[src/rtl/udp_pkt_buf_ctrl_if.sv]
// Byte-stream bus for the packet buffer: a write-side strobe stream and a
// read-side valid/ready stream.
//
// Handshake: the write side has no back-pressure, so a byte is presented
// whenever in_valid is high. On the read side a byte moves only in a cycle
// where out_valid and out_ready are both high. Once out_valid is raised, it
// stays high and out_data/out_last hold steady until that transfer happens.
interface udp_pkt_buf_ctrl_if;
    logic       in_valid;
    logic [7:0] in_data;
    logic       in_last;
    logic       in_err;
    logic       out_valid;
    logic [7:0] out_data;
    logic       out_last;
    logic       out_ready;

    // The buffer controller side.
    modport slave (
        input  in_valid, in_data, in_last, in_err, out_ready,
        output out_valid, out_data, out_last
    );

    // The producer/consumer side.
    modport master (
        output in_valid, in_data, in_last, in_err, out_ready,
        input  out_valid, out_data, out_last
    );
endinterface

[src/rtl/udp_pkt_buf_ctrl.sv]
// Store-and-forward packet buffer controller driving an external dual-port RAM.
// Bytes are written tentatively and become readable only when the packet
// commits on a good last byte. Errored packets are rewound. Packets that
// run out of space are discarded until their last byte arrives. The read side
// prefetches into a 2-entry output buffer so it can sustain one byte per cycle.
module udp_pkt_buf_ctrl #(
    parameter int ADDR_W = 11,
    parameter int CNT_W  = 16
) (
    input  logic              clk,
    input  logic              rst_n,
    udp_pkt_buf_ctrl_if.slave bus,
    output logic [ADDR_W-1:0] ram_addra,
    output logic [8:0]        ram_dia,
    output logic              ram_wea,
    output logic              ram_cea,
    output logic [ADDR_W-1:0] ram_addrb,
    output logic              ram_ceb,
    input  logic [8:0]        ram_dob,
    output logic [ADDR_W:0]   pkt_cnt,
    output logic [CNT_W-1:0]  drop_cnt,
    output logic [CNT_W-1:0]  ovf_cnt,
    output logic [1:0]        dbg_state,
    output logic [ADDR_W:0]   dbg_wr_ptr
);

    typedef enum logic [1:0] {
        ST_IDLE    = 2'd0,
        ST_WRITE   = 2'd1,
        ST_DISCARD = 2'd2
    } wr_state_e;

    wr_state_e        state_q, state_d;
    logic [ADDR_W:0]  wr_ptr_q, wr_ptr_d;
    logic [ADDR_W:0]  wr_cmt_q, wr_cmt_d;
    logic [ADDR_W:0]  rd_ptr_q, rd_ptr_d;
    logic [ADDR_W:0]  fill;
    logic             space;
    logic             wr_en, commit, drop_ev, ovf_ev;

    logic             inflight_q;
    logic             pop, rd_issue;
    logic [1:0]       cnt_q, keep, occ;
    logic [8:0]       b0_q, b0_d, b1_q, b1_d;

    logic [ADDR_W:0]  pkt_cnt_q, pkt_cnt_d;
    logic [CNT_W-1:0] drop_q, drop_d, ovf_q, ovf_d;

    // Pointers carry one extra wrap bit. The difference can never exceed the
    // depth, so its top bit alone tells whether the RAM is full.
    assign fill  = wr_ptr_q - rd_ptr_q;
    assign space = ~fill[ADDR_W];

    // Write FSM: tentative write, commit on a good last byte, rewind on error
    // or overflow.
    always_comb begin
        state_d  = state_q;
        wr_ptr_d = wr_ptr_q;
        wr_cmt_d = wr_cmt_q;
        wr_en    = 1'b0;
        commit   = 1'b0;
        drop_ev  = 1'b0;
        ovf_ev   = 1'b0;
        case (state_q)
            ST_IDLE, ST_WRITE: begin
                if (bus.in_valid) begin
                    if (space) begin
                        wr_en    = 1'b1;
                        wr_ptr_d = wr_ptr_q + 1'b1;
                        if (bus.in_last) begin
                            state_d = ST_IDLE;
                            if (bus.in_err) begin
                                wr_ptr_d = wr_cmt_q;
                                drop_ev  = 1'b1;
                            end else begin
                                wr_cmt_d = wr_ptr_q + 1'b1;
                                commit   = 1'b1;
                            end
                        end else begin
                            state_d = ST_WRITE;
                        end
                    end else begin
                        // Out of room: throw away the partial packet.
                        wr_ptr_d = wr_cmt_q;
                        if (bus.in_last) begin
                            ovf_ev  = 1'b1;
                            state_d = ST_IDLE;
                        end else begin
                            state_d = ST_DISCARD;
                        end
                    end
                end
            end
            ST_DISCARD: begin
                if (bus.in_valid && bus.in_last) begin
                    ovf_ev  = 1'b1;
                    state_d = ST_IDLE;
                end
            end
            default: state_d = ST_IDLE;
        endcase
    end

    // Read side: prefetch committed bytes whenever the output buffer will
    // still have room after this cycle's pop and any read already in flight.
    always_comb begin
        pop      = (cnt_q != 2'd0) && bus.out_ready;
        keep     = cnt_q - {1'b0, pop};
        occ      = keep + {1'b0, inflight_q};
        rd_issue = rst_n && (rd_ptr_q != wr_cmt_q) && (occ < 2'd2);
        rd_ptr_d = rd_ptr_q + {{ADDR_W{1'b0}}, rd_issue};
    end

    // Output buffer: shift on pop, then land the returning RAM byte just
    // behind whatever remains.
    always_comb begin
        b0_d = b0_q;
        b1_d = b1_q;
        if (pop) begin
            b0_d = b1_q;
        end
        if (inflight_q) begin
            if (keep == 2'd0) begin
                b0_d = ram_dob;
            end else begin
                b1_d = ram_dob;
            end
        end
    end

    // Packet count and saturating drop counters.
    always_comb begin
        pkt_cnt_d = pkt_cnt_q + {{ADDR_W{1'b0}}, commit}
                              - {{ADDR_W{1'b0}}, pop & b0_q[8]};
        drop_d    = (drop_ev && (drop_q != {CNT_W{1'b1}})) ? drop_q + 1'b1 : drop_q;
        ovf_d     = (ovf_ev && (ovf_q != {CNT_W{1'b1}})) ? ovf_q + 1'b1 : ovf_q;
    end

    // Write FSM state register.
    always_ff @(posedge clk or negedge rst_n) begin
        if (!rst_n) begin
            state_q <= ST_IDLE;
        end else begin
            state_q <= state_d;
        end
    end

    // Pointers and counters.
    always_ff @(posedge clk or negedge rst_n) begin
        if (!rst_n) begin
            wr_ptr_q  <= '0;
            wr_cmt_q  <= '0;
            rd_ptr_q  <= '0;
            pkt_cnt_q <= '0;
            drop_q    <= '0;
            ovf_q     <= '0;
        end else begin
            wr_ptr_q  <= wr_ptr_d;
            wr_cmt_q  <= wr_cmt_d;
            rd_ptr_q  <= rd_ptr_d;
            pkt_cnt_q <= pkt_cnt_d;
            drop_q    <= drop_d;
            ovf_q     <= ovf_d;
        end
    end

    // Output buffer registers and the in-flight read flag.
    always_ff @(posedge clk or negedge rst_n) begin
        if (!rst_n) begin
            inflight_q <= 1'b0;
            cnt_q      <= 2'd0;
            b0_q       <= '0;
            b1_q       <= '0;
        end else begin
            inflight_q <= rd_issue;
            cnt_q      <= occ;
            b0_q       <= b0_d;
            b1_q       <= b1_d;
        end
    end

    assign ram_addra     = wr_ptr_q[ADDR_W-1:0];
    assign ram_dia       = {bus.in_last, bus.in_data};
    assign ram_wea       = wr_en & rst_n;
    assign ram_cea       = wr_en & rst_n;
    assign ram_addrb     = rd_ptr_q[ADDR_W-1:0];
    assign ram_ceb       = rd_issue;
    assign bus.out_valid = (cnt_q != 2'd0);
    assign bus.out_data  = b0_q[7:0];
    assign bus.out_last  = b0_q[8];
    assign pkt_cnt       = pkt_cnt_q;
    assign drop_cnt      = drop_q;
    assign ovf_cnt       = ovf_q;
    assign dbg_state     = state_q;
    assign dbg_wr_ptr    = wr_ptr_q;

endmodule
[src/flat_wrapper.sv]
// flat-port wrapper written by rule: the top's interface ports become plain ports
module udp_pkt_buf_ctrl_flat 
#(
    parameter int ADDR_W = 11,
    parameter int CNT_W  = 16
)
  (clk, rst_n, ram_addra, ram_dia, ram_wea, ram_cea, ram_addrb, ram_ceb, ram_dob, pkt_cnt, drop_cnt, ovf_cnt, dbg_state, dbg_wr_ptr, bus_in_valid, bus_in_data, bus_in_last, bus_in_err, bus_out_ready, bus_out_valid, bus_out_data, bus_out_last);
  udp_pkt_buf_ctrl_if bus_i ();
  input  logic clk;
  input  logic rst_n;
  output logic [ADDR_W-1:0] ram_addra;
  output logic [8:0] ram_dia;
  output logic ram_wea;
  output logic ram_cea;
  output logic [ADDR_W-1:0] ram_addrb;
  output logic ram_ceb;
  input  logic [8:0] ram_dob;
  output logic [ADDR_W:0] pkt_cnt;
  output logic [CNT_W-1:0] drop_cnt;
  output logic [CNT_W-1:0] ovf_cnt;
  output logic [1:0] dbg_state;
  output logic [ADDR_W:0] dbg_wr_ptr;
  input wire logic [$bits(bus_i.in_valid)-1:0] bus_in_valid;
  input wire logic [$bits(bus_i.in_data)-1:0] bus_in_data;
  input wire logic [$bits(bus_i.in_last)-1:0] bus_in_last;
  input wire logic [$bits(bus_i.in_err)-1:0] bus_in_err;
  input wire logic [$bits(bus_i.out_ready)-1:0] bus_out_ready;
  output wire logic [$bits(bus_i.out_valid)-1:0] bus_out_valid;
  output wire logic [$bits(bus_i.out_data)-1:0] bus_out_data;
  output wire logic [$bits(bus_i.out_last)-1:0] bus_out_last;
  assign bus_i.in_valid = bus_in_valid;
  assign bus_i.in_data = bus_in_data;
  assign bus_i.in_last = bus_in_last;
  assign bus_i.in_err = bus_in_err;
  assign bus_i.out_ready = bus_out_ready;
  assign bus_out_valid = bus_i.out_valid;
  assign bus_out_data = bus_i.out_data;
  assign bus_out_last = bus_i.out_last;
  udp_pkt_buf_ctrl #(.ADDR_W(ADDR_W), .CNT_W(CNT_W)) u_core (.clk(clk), .rst_n(rst_n), .bus(bus_i), .ram_addra(ram_addra), .ram_dia(ram_dia), .ram_wea(ram_wea), .ram_cea(ram_cea), .ram_addrb(ram_addrb), .ram_ceb(ram_ceb), .ram_dob(ram_dob), .pkt_cnt(pkt_cnt), .drop_cnt(drop_cnt), .ovf_cnt(ovf_cnt), .dbg_state(dbg_state), .dbg_wr_ptr(dbg_wr_ptr));
endmodule
[config.mk]
export PLATFORM = sky130hd
export DESIGN_NAME = udp_pkt_buf_ctrl_flat
export DESIGN_NICKNAME = d
export VERILOG_FILES = /design/src/rtl/udp_pkt_buf_ctrl_if.sv /design/src/rtl/udp_pkt_buf_ctrl.sv /design/src/flat_wrapper.sv
export SDC_FILE = /design/constraint.sdc
export NUM_CORES = 1
export LEC_CHECK = 0
export BUFFER_PORTS_ARGS = -buffer_cell sky130_fd_sc_hd__buf_2
export CORE_MARGIN = 8
export CORE_UTILIZATION = 40
export CTS_BUF_LIST = sky130_fd_sc_hd__clkbuf_16
export DETAILED_ROUTE_END_ITERATION = 7
export GPL_TIMING_DRIVEN = 0
export PLACE_DENSITY = 0.69
export SYNTH_ARGS = -nofsm -noshare
export SYNTH_HDL_FRONTEND = slang
export SYNTH_SLANG_ARGS = --single-unit
[constraint.sdc]
create_clock -name clk -period 4.93 [get_ports clk]
set_input_delay 0.7395 -clock clk [delete_from_list [all_inputs] [get_ports clk]]
set_output_delay 0.7395 -clock clk [all_outputs]
set_load 0.005 [all_outputs]
==> impl_metrics.toml <==
[sta]
worst_pin_slew_ns = 0.9183
post-route-period-util_pct = 91.93
rsz0062_at_grt = "false"
clock_skew_ns = 0.009692
relSlewSlack_pct = 38.65
fin_crit_ns = 4.532
setup_tns_ns = 0
drv_slew = 0
hold_viol_final = 0
hold-worst-slack_ns = 0.4543
setup_viol = 0
max_freq_mhz = 220.6

[detailed_routing]
drtPass1Iterations = 4
wirelength_um = 13170
routedWlPerCell_um = 14.79
drc = 0
vias = 4436
antenna_left = 0
drt_iter0_drc = 205
via_per_inst = 4.984

[layout]
layout-drive-gt1-share_pct = 26.91
synthToLayoutAreaGrowth_pct = 19.47
regArea_um2 = 2577
stdcell_count = 890
nFillCells = 1370
antenna_cells = 0
final_core_util_pct = 48.17
fin_area_um2 = 6895
multiInputGateArea_um2 = 2735
nets = 754

[die]
die_w_um = 136.1
core_region_area_um2 = 14310
ioPinCount = 125
fp.dieH_um = 136.1
dieArea_um2 = 18530
start_util_pct = 40.32
std_cell_rows = 44

[clocking]
htreeDepth = 3
clk_latency_ns = 0.35
cts_hold_buf = 0
root_buffer = "clkbuf_16"
post-cts-setup-buffer-count = 0
clk_pin_slew_ns = 0.07
max-clock-path-buffers = 2
clock_sinks = 103
cts_tree = "built"
ctsResizeCount = 0
cts-buffers-inserted = 9

[critical_path]
r2r-end = "u_core.pkt_cnt[10]"
cp.required_ns = 5.17
crit_chain = "clkbuf_1 > inv_1 > ha_1 > a21oi_1 > o21ai_0 > a21o_1 > or4_4 > a211oi_4 > buf_6 > buf_6 > ha_1 > fa_1 > a21o_1 > a21oi_1 > o21ai_0 > nor4_1 > o41ai_1 > a21oi_1 > xnor2_1"
reg2reg_slack_ns = 0.40
path_max_fanout = 10
startpoint = "u_core.rd_ptr_q[6]"
cp_slowest_cell = "or4_4"
slowest_delay_ns = 0.46
end_kind = "flop"
r2r.worst_path.cells = 19
arrival_ns = 4.77
crit_top_cell = "a21oi_1"
cp-start-kind = "flop"
r2r_start = "u_core.rd_ptr_q[6]"
critPathKind = "reg2reg"

[power]
sw_frac_of_total_pct = 35.57
internal_power_uw = 2163
switchingPower_uw = 1194
clockPowerShare_pct = 20.5
p_per_area_nw_per_um2 = 486.9
p_seq_share_pct = 38.5
power.leakage_uw = 0.003437
ir_worst_vdd_mv = 0.2022
combinationalPowerShare_pct = 40.9

[global_route]
antenna_found_initial = 0
grt.total_usage_pct = 14.58
overflow = 0
first_global_vias = 4380
grt_pass1_wl_um = 21690
grt_max_degree = 56

[placement]
place_inst = 874
dp_hpwl_um = 9919
place.gp.congestion = 0.7866
portBuffers = 116
placed_cell_area_um2 = 6613

[yosys]
yosysTopAreaCellShare_pct = 44.66
syn_area_um2 = 5772
async_flop_share_pct = 100.0
ys_ff_latch = 103
synth_nets = 626
synth_edf_count = 0
synth.avg_cell_area_um2 = 10.07
synthCells = 573
yosysTopAreaCell = "dfrtp_1"
synth.most_common_cell = "dfrtp_1"
synth_seq_area_share_pct = 44.66
yosys-top-cells-area = "dfrtp_1 45%, xnor2_1 7.3%, ha_1 6.3%, buf_4 4.3%, xor2_1 4.1%"
synth_common_cells = "103 x dfrtp_1, 48 x xnor2_1, 38 x nand2_1, 37 x inv_1, 36 x nor2_1"
ys_warn_count = 0
synth-main-ff-cell = "dfrtp_1"
ys_types = 50

[flow_run]
drv_cap = 0

[min_path]
min_path_type = "in2async"

[run_status]
status = "complete, no violations"
## power by group through the flow
stage	sequential (uW)	clock [uW]	combinational [uW]
after global routing	1330	758	1550
after floorplan	1270	0	966
after detailed placement	1310	0	1380
final	1290	690	1370
after CTS	1300	719	1390
after global placement	1300	0	1350
## worst max-delay path, delay by kind of cell (launching register included)
kind | cells | cell delay, ns
flip-flops | 1 | 0.34
AO/OA/AOI/OAI | 9 | 1.90
adder cells (fa/ha/maj) | 3 | 0.75
AND/OR/NAND/NOR | 2 | 0.57
buffers and inverters | 4 | 0.72
XOR/XNOR | 1 | 0.13
## logic make-up (layout without fill, tap and decap cells)
family | after synthesis | in the layout | share of synthesized area (%)
xor gates and xnor gates | 75 | 75 | 11.38
and+or+nand+nor | 174 | 174 | 15.11
muxes | 34 | 34 | 6.221
AOI/OAI and AO/OA | 74 | 74 | 8.043
DFF | 103 | 103 | 44.66
buffers and inverters | 83 | 216 | 7.956
adders and majority gates | 30 | 30 | 6.633
## area by class of cell
| type | instances | area share (%) |
|---|---|---|
| repair buffers | 117 | 8.855 |
| flip-flops and latches | 103 | 37.38 |
| plain buffers | 46 | 4.645 |
| inverters | 37 | 2.014 |
| clock inverters | 7 | 0.8347 |
| multi-input cells | 387 | 39.67 |
| clock buffers | 9 | 3.266 |
| well taps | 184 | 3.339 |
## per-stage QoR
step,total power (uW),worst slack (ns)
detailed placement,2697,0.4185
finish,3357,0.3977
global route,3640,0.08445
CTS,3408,0.4126
global placement,2648,0.4429
floorplan,2238,0.9919
## worst max-delay path by stage
stage | slack (ns) | cells past startpoint | end
2_1_floorplan | 0.99 | 19 | u_core.pkt_cnt[10]
3_3_place_gp | 0.44 | 19 | u_core.pkt_cnt[10]
3_5_place_dp | 0.42 | 19 | u_core.pkt_cnt[10]
4_1_cts | 0.41 | 19 | u_core.pkt_cnt[10]
5_1_grt | 0.08 | 19 | u_core.pkt_cnt[10]
6_report | 0.40 | 19 | u_core.pkt_cnt[10]
## cells in the final DEF (no fill, tap or decap), types with 13 or more instances in the layout
cell,synthesis,routed
buf_2,1,116
dfrtp_1,103,103
xnor2_1,48,48
inv_1,37,40
nand2_1,38,38
nor2_1,36,36
buf_4,33,34
a21oi_1,33,33
ha_1,29,29
xor2_1,27,27
nand3_1,23,23
nor3_1,19,19
mux2i_1,19,19
nand4_1,16,16
mux2_2,15,15
o21ai_0,13,13
## registers in the layout, summed over array words and instances, names as in the netlist
| signal | flops |
|---|---|
| u_core.ovf_cnt | 16 |
| u_core.wr_cmt_q | 12 |
| u_core.rd_ptr_q | 12 |
| u_core.b0_q | 9 |
| u_core.pkt_cnt | 12 |
| u_core.drop_cnt | 16 |
| u_core.cnt_q | 2 |
| u_core.dbg_wr_ptr | 12 |
| u_core.b1_q | 9 |
| u_core.dbg_state | 2 |
| u_core.inflight_q | 1 |
## routing by layer
| metal | track usage [%] | vias up | wire (um) |
|---|---|---|---|
| met2 | 21.79 | 139 | 5818 |
| li1 | - | 2195 | - |
| met3 | 3.991 | 10 | 981 |
| met1 | 20.01 | 2092 | 6219 |
| met4 | 4.637 | 0 | 146 |
| met5 | 0 | - | 0 |
(Power assumes the default switching activity.)
